$ cat config.mk
export PLATFORM = sky130hd
export DESIGN_NAME = xadc_filter_core
export DESIGN_NICKNAME = d
export VERILOG_FILES = /design/src/rtl/xadc_filter_pkg.sv /design/src/rtl/xadc_chan_filter.sv /design/src/rtl/xadc_filter_core.sv
export SDC_FILE = /design/constraint.sdc
export NUM_CORES = 1
export LEC_CHECK = 0
export CORE_ASPECT_RATIO = 1.25
export CORE_MARGIN = 10
export CORE_UTILIZATION = 50
export CTS_CLUSTER_SIZE = 28
export DETAILED_ROUTE_END_ITERATION = 10
export PLACE_DENSITY = 0.79
export REMOVE_ABC_BUFFERS = 1
export SKIP_CTS_REPAIR_TIMING = 1
export SLEW_MARGIN = 30
export SYNTH_ARGS = -nofsm -noshare
export SYNTH_HDL_FRONTEND = slang
export SYNTH_HIERARCHICAL = 1
export SYNTH_SLANG_ARGS = --single-unit
$ cat constraint.sdc
create_clock -name clk -period 4.2 [get_ports clk]
set_input_delay 1.26 -clock clk [delete_from_list [all_inputs] [get_ports clk]]
set_output_delay 1.26 -clock clk [all_outputs]
set_load 0.02 [all_outputs]
$ cat src/rtl/xadc_filter_pkg.sv
// Shared constants and types for the XADC auxiliary-channel filter slot.
// Holds the register map offsets, the sample width and the alarm state encoding.
package xadc_filter_pkg;

    localparam int ADC_W = 12;

    localparam logic [4:0] REG_AVG0   = 5'd0;
    localparam logic [4:0] REG_MM0    = 5'd4;
    localparam logic [4:0] REG_THR0   = 5'd8;
    localparam logic [4:0] REG_STATUS = 5'd12;
    localparam logic [4:0] REG_IRQ_EN = 5'd13;
    localparam logic [4:0] REG_CTRL   = 5'd14;

    typedef enum logic {
        NORMAL = 1'b0,
        ALARM  = 1'b1
    } alarm_state_t;

endpackage

$ cat src/rtl/xadc_chan_filter.sv
// One filter channel: boxcar average, raw min/max and a hysteresis alarm
// that is re-evaluated only when a fresh average has just been produced.
module xadc_chan_filter
    import xadc_filter_pkg::*;
#(
    parameter int AVG_LOG2 = 4
) (
    input  logic             clk,
    input  logic             reset_n,
    input  logic             sample_en,
    input  logic             clear,
    input  logic [ADC_W-1:0] x,
    input  logic [ADC_W-1:0] hi_thr,
    input  logic [ADC_W-1:0] lo_thr,
    output logic [ADC_W-1:0] avg,
    output logic [ADC_W-1:0] min_val,
    output logic [ADC_W-1:0] max_val,
    output logic             live_alarm,
    output logic             alarm_set
);

    localparam int ACC_W = ADC_W + AVG_LOG2;
    // With AVG_LOG2 = 0 the counter degenerates to a single bit stuck at 0.
    localparam int CNT_W = (AVG_LOG2 == 0) ? 1 : AVG_LOG2;
    localparam logic [CNT_W-1:0] CNT_LAST = CNT_W'((1 << AVG_LOG2) - 1);

    logic [ACC_W-1:0] acc_q, acc_d;
    logic [CNT_W-1:0] cnt_q, cnt_d;
    logic [ADC_W-1:0] avg_q, avg_d;
    logic [ADC_W-1:0] min_q, min_d;
    logic [ADC_W-1:0] max_q, max_d;
    alarm_state_t     state_q, state_d;

    logic [ACC_W-1:0] sum;
    logic [ADC_W-1:0] avg_new;
    logic             done;

    always_ff @(posedge clk or negedge reset_n) begin
        if (!reset_n) begin
            acc_q   <= '0;
            cnt_q   <= '0;
            avg_q   <= '0;
            min_q   <= '1;
            max_q   <= '0;
            state_q <= NORMAL;
        end else begin
            acc_q   <= acc_d;
            cnt_q   <= cnt_d;
            avg_q   <= avg_d;
            min_q   <= min_d;
            max_q   <= max_d;
            state_q <= state_d;
        end
    end

    always_comb begin
        acc_d     = acc_q;
        cnt_d     = cnt_q;
        avg_d     = avg_q;
        min_d     = min_q;
        max_d     = max_q;
        state_d   = state_q;
        alarm_set = 1'b0;
        done      = 1'b0;
        sum       = acc_q + ACC_W'(x);
        avg_new   = ADC_W'(sum >> AVG_LOG2);

        // A control clear discards any sample arriving in the same cycle.
        if (clear) begin
            acc_d = '0;
            cnt_d = '0;
            min_d = '1;
            max_d = '0;
        end else if (sample_en) begin
            if (x < min_q) min_d = x;
            if (x > max_q) max_d = x;
            if (cnt_q == CNT_LAST) begin
                done  = 1'b1;
                avg_d = avg_new;
                acc_d = '0;
                cnt_d = '0;
            end else begin
                acc_d = sum;
                cnt_d = cnt_q + CNT_W'(1);
            end
        end

        // Thresholds are the registered values, so a write landing with done sees the old ones.
        if (done) begin
            case (state_q)
                NORMAL: begin
                    if (avg_new >= hi_thr) begin
                        state_d   = ALARM;
                        alarm_set = 1'b1;
                    end
                end
                ALARM: begin
                    if (avg_new <= lo_thr) state_d = NORMAL;
                end
                default: state_d = NORMAL;
            endcase
        end
    end

    assign avg        = avg_q;
    assign min_val    = min_q;
    assign max_val    = max_q;
    assign live_alarm = (state_q == ALARM);

endmodule

$ cat src/rtl/xadc_filter_core.sv
// MMIO slot wrapping four XADC auxiliary-channel filters with sticky alarm
// status, per-channel interrupt enables and a single registered irq line.
module xadc_filter_core
    import xadc_filter_pkg::*;
#(
    parameter int         AVG_LOG2 = 4,
    parameter logic [4:0] CH0_ID   = 5'd19,
    parameter logic [4:0] CH1_ID   = 5'd26,
    parameter logic [4:0] CH2_ID   = 5'd18,
    parameter logic [4:0] CH3_ID   = 5'd27
) (
    input  logic        clk,
    input  logic        reset_n,
    input  logic        cs,
    input  logic        read,
    input  logic        write,
    input  logic [4:0]  addr,
    input  logic [31:0] wr_data,
    output logic [31:0] rd_data,
    input  logic        s_valid,
    input  logic [4:0]  s_channel,
    input  logic [15:0] s_data,
    output logic        irq
);

    logic [ADC_W-1:0] hi_thr_q [4];
    logic [ADC_W-1:0] hi_thr_d [4];
    logic [ADC_W-1:0] lo_thr_q [4];
    logic [ADC_W-1:0] lo_thr_d [4];
    logic [3:0]       status_q, status_d;
    logic [3:0]       irq_en_q, irq_en_d;
    logic             irq_q, irq_d;

    logic [ADC_W-1:0] avg_w [4];
    logic [ADC_W-1:0] min_w [4];
    logic [ADC_W-1:0] max_w [4];
    logic [3:0]       live_alarm;
    logic [3:0]       alarm_set;
    logic [3:0]       sample_en;
    logic [3:0]       w1c;
    logic [ADC_W-1:0] x;
    logic             wr_en;
    logic             ctrl_clear;
    logic             unused_inputs;

    assign x          = s_data[15:4];
    assign wr_en      = cs && write;
    assign ctrl_clear = wr_en && (addr == REG_CTRL) && wr_data[0];

    assign sample_en[0] = s_valid && (s_channel == CH0_ID);
    assign sample_en[1] = s_valid && (s_channel == CH1_ID);
    assign sample_en[2] = s_valid && (s_channel == CH2_ID);
    assign sample_en[3] = s_valid && (s_channel == CH3_ID);

    assign unused_inputs = ^{read, s_data[3:0], wr_data[31:28], wr_data[15:12]};

    for (genvar g = 0; g < 4; g++) begin : g_chan
        xadc_chan_filter #(
            .AVG_LOG2 (AVG_LOG2)
        ) u_chan (
            .clk        (clk),
            .reset_n    (reset_n),
            .sample_en  (sample_en[g]),
            .clear      (ctrl_clear),
            .x          (x),
            .hi_thr     (hi_thr_q[g]),
            .lo_thr     (lo_thr_q[g]),
            .avg        (avg_w[g]),
            .min_val    (min_w[g]),
            .max_val    (max_w[g]),
            .live_alarm (live_alarm[g]),
            .alarm_set  (alarm_set[g])
        );
    end

    always_ff @(posedge clk or negedge reset_n) begin
        if (!reset_n) begin
            for (int i = 0; i < 4; i++) begin
                hi_thr_q[i] <= '1;
                lo_thr_q[i] <= '0;
            end
            status_q <= '0;
            irq_en_q <= '0;
            irq_q    <= 1'b0;
        end else begin
            hi_thr_q <= hi_thr_d;
            lo_thr_q <= lo_thr_d;
            status_q <= status_d;
            irq_en_q <= irq_en_d;
            irq_q    <= irq_d;
        end
    end

    always_comb begin
        hi_thr_d = hi_thr_q;
        lo_thr_d = lo_thr_q;
        irq_en_d = irq_en_q;
        w1c      = '0;

        for (int i = 0; i < 4; i++) begin
            if (wr_en && (addr == REG_THR0 + 5'(i))) begin
                hi_thr_d[i] = wr_data[27:16];
                lo_thr_d[i] = wr_data[11:0];
            end
        end
        if (wr_en && (addr == REG_STATUS)) w1c = wr_data[3:0];
        if (wr_en && (addr == REG_IRQ_EN)) irq_en_d = wr_data[3:0];

        // A new alarm beats a simultaneous write-one-to-clear.
        status_d = (status_q & ~w1c) | alarm_set;
        irq_d    = |(status_q & irq_en_q);
    end

    always_comb begin
        rd_data = '0;
        for (int i = 0; i < 4; i++) begin
            if (addr == REG_AVG0 + 5'(i)) rd_data = {20'b0, avg_w[i]};
            if (addr == REG_MM0 + 5'(i))  rd_data = {4'b0, max_w[i], 4'b0, min_w[i]};
            if (addr == REG_THR0 + 5'(i)) rd_data = {4'b0, hi_thr_q[i], 4'b0, lo_thr_q[i]};
        end
        if (addr == REG_STATUS) rd_data = {24'b0, live_alarm, status_q};
        if (addr == REG_IRQ_EN) rd_data = {28'b0, irq_en_q};
    end

    assign irq = irq_q;

endmodule
==> results of run 1 <==
path summary, 6_finish.rpt:
check                                                        end  slack, ns                                   from  depth (start not counted)
max                                                   rd_data[5]      -0.35                                addr[0]                          9
min                          g_chan[0].u_chan/avg[4]$_DFFE_PN0P_       0.48    g_chan[0].u_chan/avg[4]$_DFFE_PN0P_                          2
max reg2reg                                status_q[3]$_DFF_PN0_       0.69  g_chan[3].u_chan/acc_q[0]$_DFFE_PN0P_                         15
min reg2reg                  g_chan[0].u_chan/avg[4]$_DFFE_PN0P_       0.48    g_chan[0].u_chan/avg[4]$_DFFE_PN0P_                          2
max in group asynchronous    g_chan[0].u_chan/avg[5]$_DFFE_PN0P_       2.56                                reset_n                          3
min in group asynchronous  g_chan[3].u_chan/cnt_q[3]$_DFFE_PN0P_       0.63                                reset_n                          1
power groups by stage:
stage | sequential [mW] | clock [mW] | combinational, mW
final | 4.46 | 3.65 | 7.09
after global routing | 4.49 | 3.81 | 7.65
after CTS | 4.40 | 3.68 | 6.04
after detailed placement | 4.45 | 0 | 5.99
after global placement | 4.42 | 0 | 5.69
after floorplan | 4.18 | 0 | 3.30
placed cells by master (no fill, tap or decap), types with 17 or more instances in the layout:
cell / count
buf_6: 51
nand3_1: 37
a22oi_1: 24
a22o_1: 33
dfrtp_1: 237
nor2b_1: 31
clkdlybuf4s50_1: 34
mux2_2: 126
o21ai_2: 21
o21ai_1: 24
o21ai_0: 97
nand4_1: 41
nand2_1: 168
o21a_1: 24
nand2b_1: 24
a21oi_1: 136
clkbuf_16: 44
ha_1: 219
a21oi_2: 26
a21o_1: 36
inv_1: 248
mux2i_1: 61
buf_4: 425
dfstp_2: 96
buf_12: 34
a211o_1: 48
nor2_2: 17
o211ai_1: 26
o22ai_1: 22
nor2_1: 214
synthesized netlist by cell type (8+ instances only):
library cell  number  area, µm²
nand4_1           41      256.5
a211oi_1          27      202.7
and2_1             9      56.30
nand3_1           46      230.2
nor2b_1           38      237.7
o21bai_1           9      67.56
o22ai_1           38      237.7
a21o_1            37      277.8
nand3b_1           8      60.06
o31ai_1           12      90.09
mux2i_1           62      620.6
clkbuf_1          59      221.5
or2_2              8      50.05
o21a_1            24      180.2
xnor2_1           22      192.7
a22oi_1           27      202.7
nor2_1           231      867.1
dfrtp_1          237       5931
a211o_1           48      420.4
buf_4             16      120.1
buf_2             37      185.2
a22o_1            33      289.0
ha_1             240       3003
and3_1            16      100.1
nor3_1            21      105.1
dfstp_2           96       2522
a21oi_1          170      850.8
buf_1              8      30.03
inv_1            250      938.4
o211ai_1          26      195.2
or3_1             10      62.56
nand2_1          172      645.6
mux2_2           126       1419
nand2b_1          30      187.7
buf_6             11      123.9
xor2_1            25      219.0
o21ai_0          140      700.7
a31oi_1            8      50.05
a2111oi_0         14      122.6
metal layers:
layer	wire length, µm	vias up	share of wire (%)	GRT usage (%)
met4	6935	0	7.3	19.21
met2	46040	954	49	53.20
met3	6023	321	6.4	4.854
li1	-	10195	-	-
met5	0	-	0	0
met1	35780	11397	38	36.33
layout make-up:
| cell class | count | area [µm²] |
|---|---|---|
| Fill cell | 3486 | 14510 |
| Clock inverter | 16 | 193.9 |
| Antenna cell | 1 | 2.502 |
| Timing Repair Buffer | 577 | 5206 |
| Clock buffer | 58 | 1179 |
| Multi-Input combinational cell | 1860 | 15190 |
| Inverter | 250 | 942.2 |
| Sequential cell | 333 | 8453 |
| Tap cell | 630 | 788.3 |
cell families (layout without fill, tap and decap cells):
| kind of cell | count (synthesis) | in the layout |
|---|---|---|
| compound gates | 686 | 686 |
| simple gates | 679 | 679 |
| buf+inv | 381 | 901 |
| flops | 333 | 333 |
| fa+ha+maj | 244 | 244 |
| mux | 195 | 195 |
| xor+xnor | 48 | 48 |
| other cells | 1 | 9 |
through the flow:
stage | setup slack, ns | instance area [µm²] | hold WS (ns)
after floorplan | -6.918 | 22950 | 0.4381
after global placement | -1.214 | 28210 | 0.4660
after detailed placement | -1.225 | 28230 | 0.4725
after CTS | -1.234 | 29600 | 0.4840
after global routing | -0.3569 | 31960 | 0.5257
final | -0.3453 | 31960 | 0.4786
worst max-delay path: stages:
cell       delay, ns
buf_8           0.10
buf_12          0.13
clkbuf_16       0.14
or4_4           0.58
o22a_1          0.25
a221o_1         0.37
a31oi_4         0.19
buf_6           0.14
buf_6           0.11
sequential cells by signal, summed over array words and instances (netlist names):
name                      flops
hi_thr_q                     48
lo_thr_q                     48
g_chan.u_chan/live_alarm      4
irq_en_q                      4
g_chan.u_chan/acc_q          64
g_chan.u_chan/min_val        48
irq                           1
g_chan.u_chan/cnt_q          16
g_chan.u_chan/avg            48
status_q                      4
g_chan.u_chan/max_val        48
==> qor.txt, run 1 <==
CTS root buf: clkbuf_16
Share of layout cells above drive strength 1: 35.65%
Max Cap Viol: 0
Final Hold Fails: 0
DPL Wire Length: 72180 µm
EDFF count, synth: 0
First-pass GRT wire length: 135900 µm
Worst Path Required: 2.94 ns
Synthesized flop and latch total: 333
DRT antenna net count: 0
Std cell rows: 88
WL final: 94780 µm
CTS Buf Count: 40
Warnings, synthesis: 6
Util after Layout: 68.78%
Register share of total power: 29.3%
CTS tree: done
P_leak: 15.00 nW
Sw frac: 37.75%
Crit path time final: 4.545 ns
Max Freq: 220.0 MHz
Initial Utilization: 50.80%
Status: finished, violations left
Failing checks: negative setup slack
Worst Setup Path Type: primary input to output pin
Synth Area per Inst: 9.195 µm²
Pre-antenna DRT Iters: 6
Die boundary width: 214.3 µm
Max_slew headroom: 50.17%
Max-slew violation count: 0
CP Launch Type: primary input
Setup tns final: -2.573 ns
CP arrival: 3.29 ns
Clock sink total: 333
Vias: 22867
Clock slew at reported path FFs: 0.06 ns
Cells after synthesis: 2567
RSZ-0062 raised after global routing: yes
Mux cell area share after synthesis: 8.990%
IO Port Bufs: 75
Top_reg_cell synth: dfrtp_1
Post-Synth Simple-Gate Area: 13.94%
Final Power: 15.19 mW
Die area: 0.05635 mm²
Synth Area in Adders: 13.06%
Type of the worst min-delay path: flop to flop
Synth Area in XOR/XNOR: 1.813%
Initial antenna violation count: 1
Seq/Total Area, Yosys: 35.81%
Total grt overflow: 0
Main combinational cell family by area after synthesis: compound AO/OA/AOI/OAI gates
Clock share of power: 24.0%
P_int: 9.459 mW
Cell area power density: 475.4 mW/mm²
P_sw: 5.735 mW
Comb power frac: 46.7%
Worst Tran Pin Value: 0.7466 ns
Per-cell routed wire length: 25.44 µm
Crit. End Element: output pin
Post-synth ARST share: 100.0%
Via density: 6.139
Final std cells w/o fill: 3725
CP max FO: 7
Syn Std Cell Area: 0.02360 mm²
Ports: 97
Initial DRC Count: 1769
Placed Instances: 3593
Final WS setup: -0.3453 ns
Total core area: 0.04646 mm²
H-tree levels: 2
Clock latency on the worst-skew pair: 0.60 ns
Synth cell types: 92
Die H: 262.9 µm
Final nets: 3370
Clock buffer depth: 3
P&R area growth vs syn: 35.40%
Number of global-route vias before repair: 22717
Largest net degree at the start of global routing: 84
Final Skew: 0.01624 ns
Residual DRC: 0
# setup viols final: 17
VDD IR max: 0.0004733 V
Synth Area in Compound Gates: 19.51%
All-Layer GR Usage: 31.24%
Final GP Congestion: 1.038
Final Cycle Share: 108.2%
Power figures use the tool's default switching activity.
==> run 2, diff against run 1 <==
--- a/config.mk
+++ b/config.mk
@@ -7,10 +7,10 @@
 export LEC_CHECK = 0
 export CORE_ASPECT_RATIO = 1.25
 export CORE_MARGIN = 10
-export CORE_UTILIZATION = 50
+export CORE_UTILIZATION = 30
 export CTS_CLUSTER_SIZE = 28
 export DETAILED_ROUTE_END_ITERATION = 10
-export PLACE_DENSITY = 0.79
+export PLACE_DENSITY = 0.56
 export REMOVE_ABC_BUFFERS = 1
 export SKIP_CTS_REPAIR_TIMING = 1
 export SLEW_MARGIN = 30
==> qor.txt, run 2 (synthesized netlist as in run 1, its figures left out) <==
Status: finished, violations left (unchanged)
Failing checks: negative setup slack (unchanged)
Pre-CTS setup slack: -1.231 ns (was -1.225 ns)
R2R cell count: 15 (unchanged)
Initial antenna violation count: 4 (was 1)
Die boundary width: 270.9 µm (was 214.3 µm)
Clock slew at reported path FFs: 0.06 ns (about the same)
Crit path time final: 4.471 ns (was 4.545 ns)
Antenna cells: 0 (was 1)
Clock share of power: 25.3% (was 24.0%)
Die H: 333.6 µm (was 262.9 µm)
Worst Setup Path Type: primary input to output pin (unchanged)
CTS tree: done (unchanged)
Initial Utilization: 30.36% (was 50.80%)
Reg2reg start: g_chan[3].u_chan/acc_q[0]$_DFFE_PN0P_ (unchanged)
CP max FO: 8 (was 7)
Reg-to-reg endpoint: g_chan[3].u_chan/live_alarm$_DFFE_PN0P_ (was status_q[3]$_DFF_PN0_)
Final nets: 3352 (was 3370)
Via density: 5.223 (was 6.139)
P_int: 9.059 mW (was 9.459 mW)
First-pass GRT wire length: 134200 µm (was 135900 µm)
Final WS setup: -0.2709 ns (was -0.3453 ns)
Hold_ws: 0.4863 ns (was 0.4786 ns)
P_sw: 5.294 mW (was 5.735 mW)
Dpl cell area: 0.02865 mm² (was 0.02823 mm²)
Max-slew violation count: 0 (unchanged)
Final std cells w/o fill: 4119 (was 3725)
Final GP Congestion: 0.9260 (was 1.038)
P_leak: 14.78 nW (was 15.00 nW)
Max Cap Viol: 0 (unchanged)
CP Launch Type: primary input (unchanged)
R2r setup slk: 0.69 ns (about the same)
Share of layout cells above drive strength 1: 32.49% (was 35.65%)
Clock latency on the worst-skew pair: 0.59 ns (was 0.60 ns)
Worst Tran Pin Value: 0.8974 ns (was 0.7466 ns)
Hold_sp: g_chan[3].u_chan/acc_q[2]$_DFFE_PN0P_ (was g_chan[0].u_chan/avg[4]$_DFFE_PN0P_)
Most common cell after layout, fill and taps aside: buf_4 (unchanged)
Sw frac: 36.89% (was 37.75%)
CTS root buf: clkbuf_16 (unchanged)
Max Freq: 223.7 MHz (was 220.0 MHz)
Max_slew headroom: 39.91% (was 50.17%)
All-Layer GR Usage: 19.51% (was 31.24%)
Finished Cell Area: 0.03160 mm² (was 0.03196 mm²)
Clock buffer depth: 3 (unchanged)
Residual DRC: 0 (unchanged)
Vias: 21515 (was 22867)
Ports: 97 (unchanged)
Total grt overflow: 0 (unchanged)
IO Port Bufs: 75 (unchanged)
DPL Wire Length: 72420 µm (was 72180 µm)
Final Skew: 0.02830 ns (was 0.01624 ns)
Total core area: 0.07774 mm² (was 0.04646 mm²)
Per-cell routed wire length: 22.49 µm (was 25.44 µm)
Hold Path Stages: 2 (unchanged)
Worst Path Required: 2.94 ns (about the same)
Number of flip-flops in the largest register: 64 (unchanged)
Pre-antenna DRT Iters: 5 (was 6)
Hold Path End: g_chan[3].u_chan/acc_q[2]$_DFFE_PN0P_ (was g_chan[0].u_chan/avg[4]$_DFFE_PN0P_)
Final Cycle Share: 106.4% (was 108.2%)
H-tree levels: 2 (unchanged)
Cell area power density: 454.1 mW/mm² (was 475.4 mW/mm²)
WL final: 92650 µm (was 94780 µm)
Final Power: 14.35 mW (was 15.19 mW)
Largest net degree at the start of global routing: 93 (was 84)
VDD IR max: 0.0003123 V (was 0.0004733 V)
CP arrival: 3.21 ns (was 3.29 ns)
Crit. End Element: output pin (unchanged)
Most frequent cells in the layout: buf_4, inv_1, dfrtp_1, ha_1, nor2_1 (unchanged)
DRT antenna net count: 0 (unchanged)
Setup tns final: -1.756 ns (was -2.573 ns)
# setup viols final: 16 (was 17)
Final Hold Fails: 0 (unchanged)
CTS Buf Count: 39 (was 40)
Placed Instances: 4001 (was 3593)
Type of the worst min-delay path: flop to flop (unchanged)
RSZ-0062 raised after global routing: yes (unchanged)
Number of global-route vias before repair: 21077 (was 22717)
Std cell rows: 114 (was 88)
Register share of total power: 30.6% (was 29.3%)
Util after Layout: 40.66% (was 68.78%)
Clock sink total: 333 (unchanged)
Initial DRC Count: 1667 (was 1769)
Register bank with the most flops: g_chan.u_chan/acc_q (unchanged)
P&R area growth vs syn: 33.89% (was 35.40%)
Comb power frac: 44.1% (was 46.7%)
Die area: 0.09037 mm² (was 0.05635 mm²)
[run 2: power by group through the flow]
stage	sequential, mW	clock [mW]	combinational [mW]
CTS	4.37	3.70	5.79
global placement	4.42	0	5.68
global route	4.45	3.81	7.03
finish	4.40	3.63	6.32
floorplan	4.18	0	3.30
detailed placement	4.42	0	5.75
[run 2: area by class of cell]
cell class                      count  area, µm²
Clock buffer                       54       1154
Clock inverter                     18      186.4
Timing Repair Buffer              560       4950
Sequential cell                   333       8453
Fill cell                        7701      46130
Inverter                          250      938.4
Multi-Input combinational cell   1860      14620
Tap cell                         1044       1306
[run 2: metal layers]
| metal | wire [µm] | GRT usage (%) | share of wire (%) | up-vias |
|---|---|---|---|---|
| li1 | - | - | - | 10158 |
| met4 | 5440 | 10.45 | 5.9 | 2 |
| met2 | 45320 | 33.61 | 49 | 568 |
| met5 | 13 | 0 | 0.014 | - |
| met1 | 37750 | 23.31 | 41 | 10591 |
| met3 | 4122 | 2.556 | 4.4 | 196 |
[run 2: critical path: stages]
cell and delay, ns:
buf_12 0.11, clkbuf_16 0.15, or4_4 0.54, buf_6 0.14
o22a_1 0.20, a221o_1 0.38, a31oi_4 0.25, buf_6 0.16
[run 2: worst max-delay path by stage]
stage                       start                              endpoint  slack, ns  cells after the start
after floorplan           addr[4]  g_chan[0].u_chan/avg[10]$_DFFE_PN0P_      -6.92                      4
after global placement    addr[0]                            rd_data[9]      -1.24                      9
after detailed placement  addr[0]                            rd_data[9]      -1.23                      9
after CTS                 addr[0]                            rd_data[9]      -1.26                      9
after global routing      addr[0]                            rd_data[5]      -0.29                      8
final                     addr[0]                            rd_data[5]      -0.27                      8
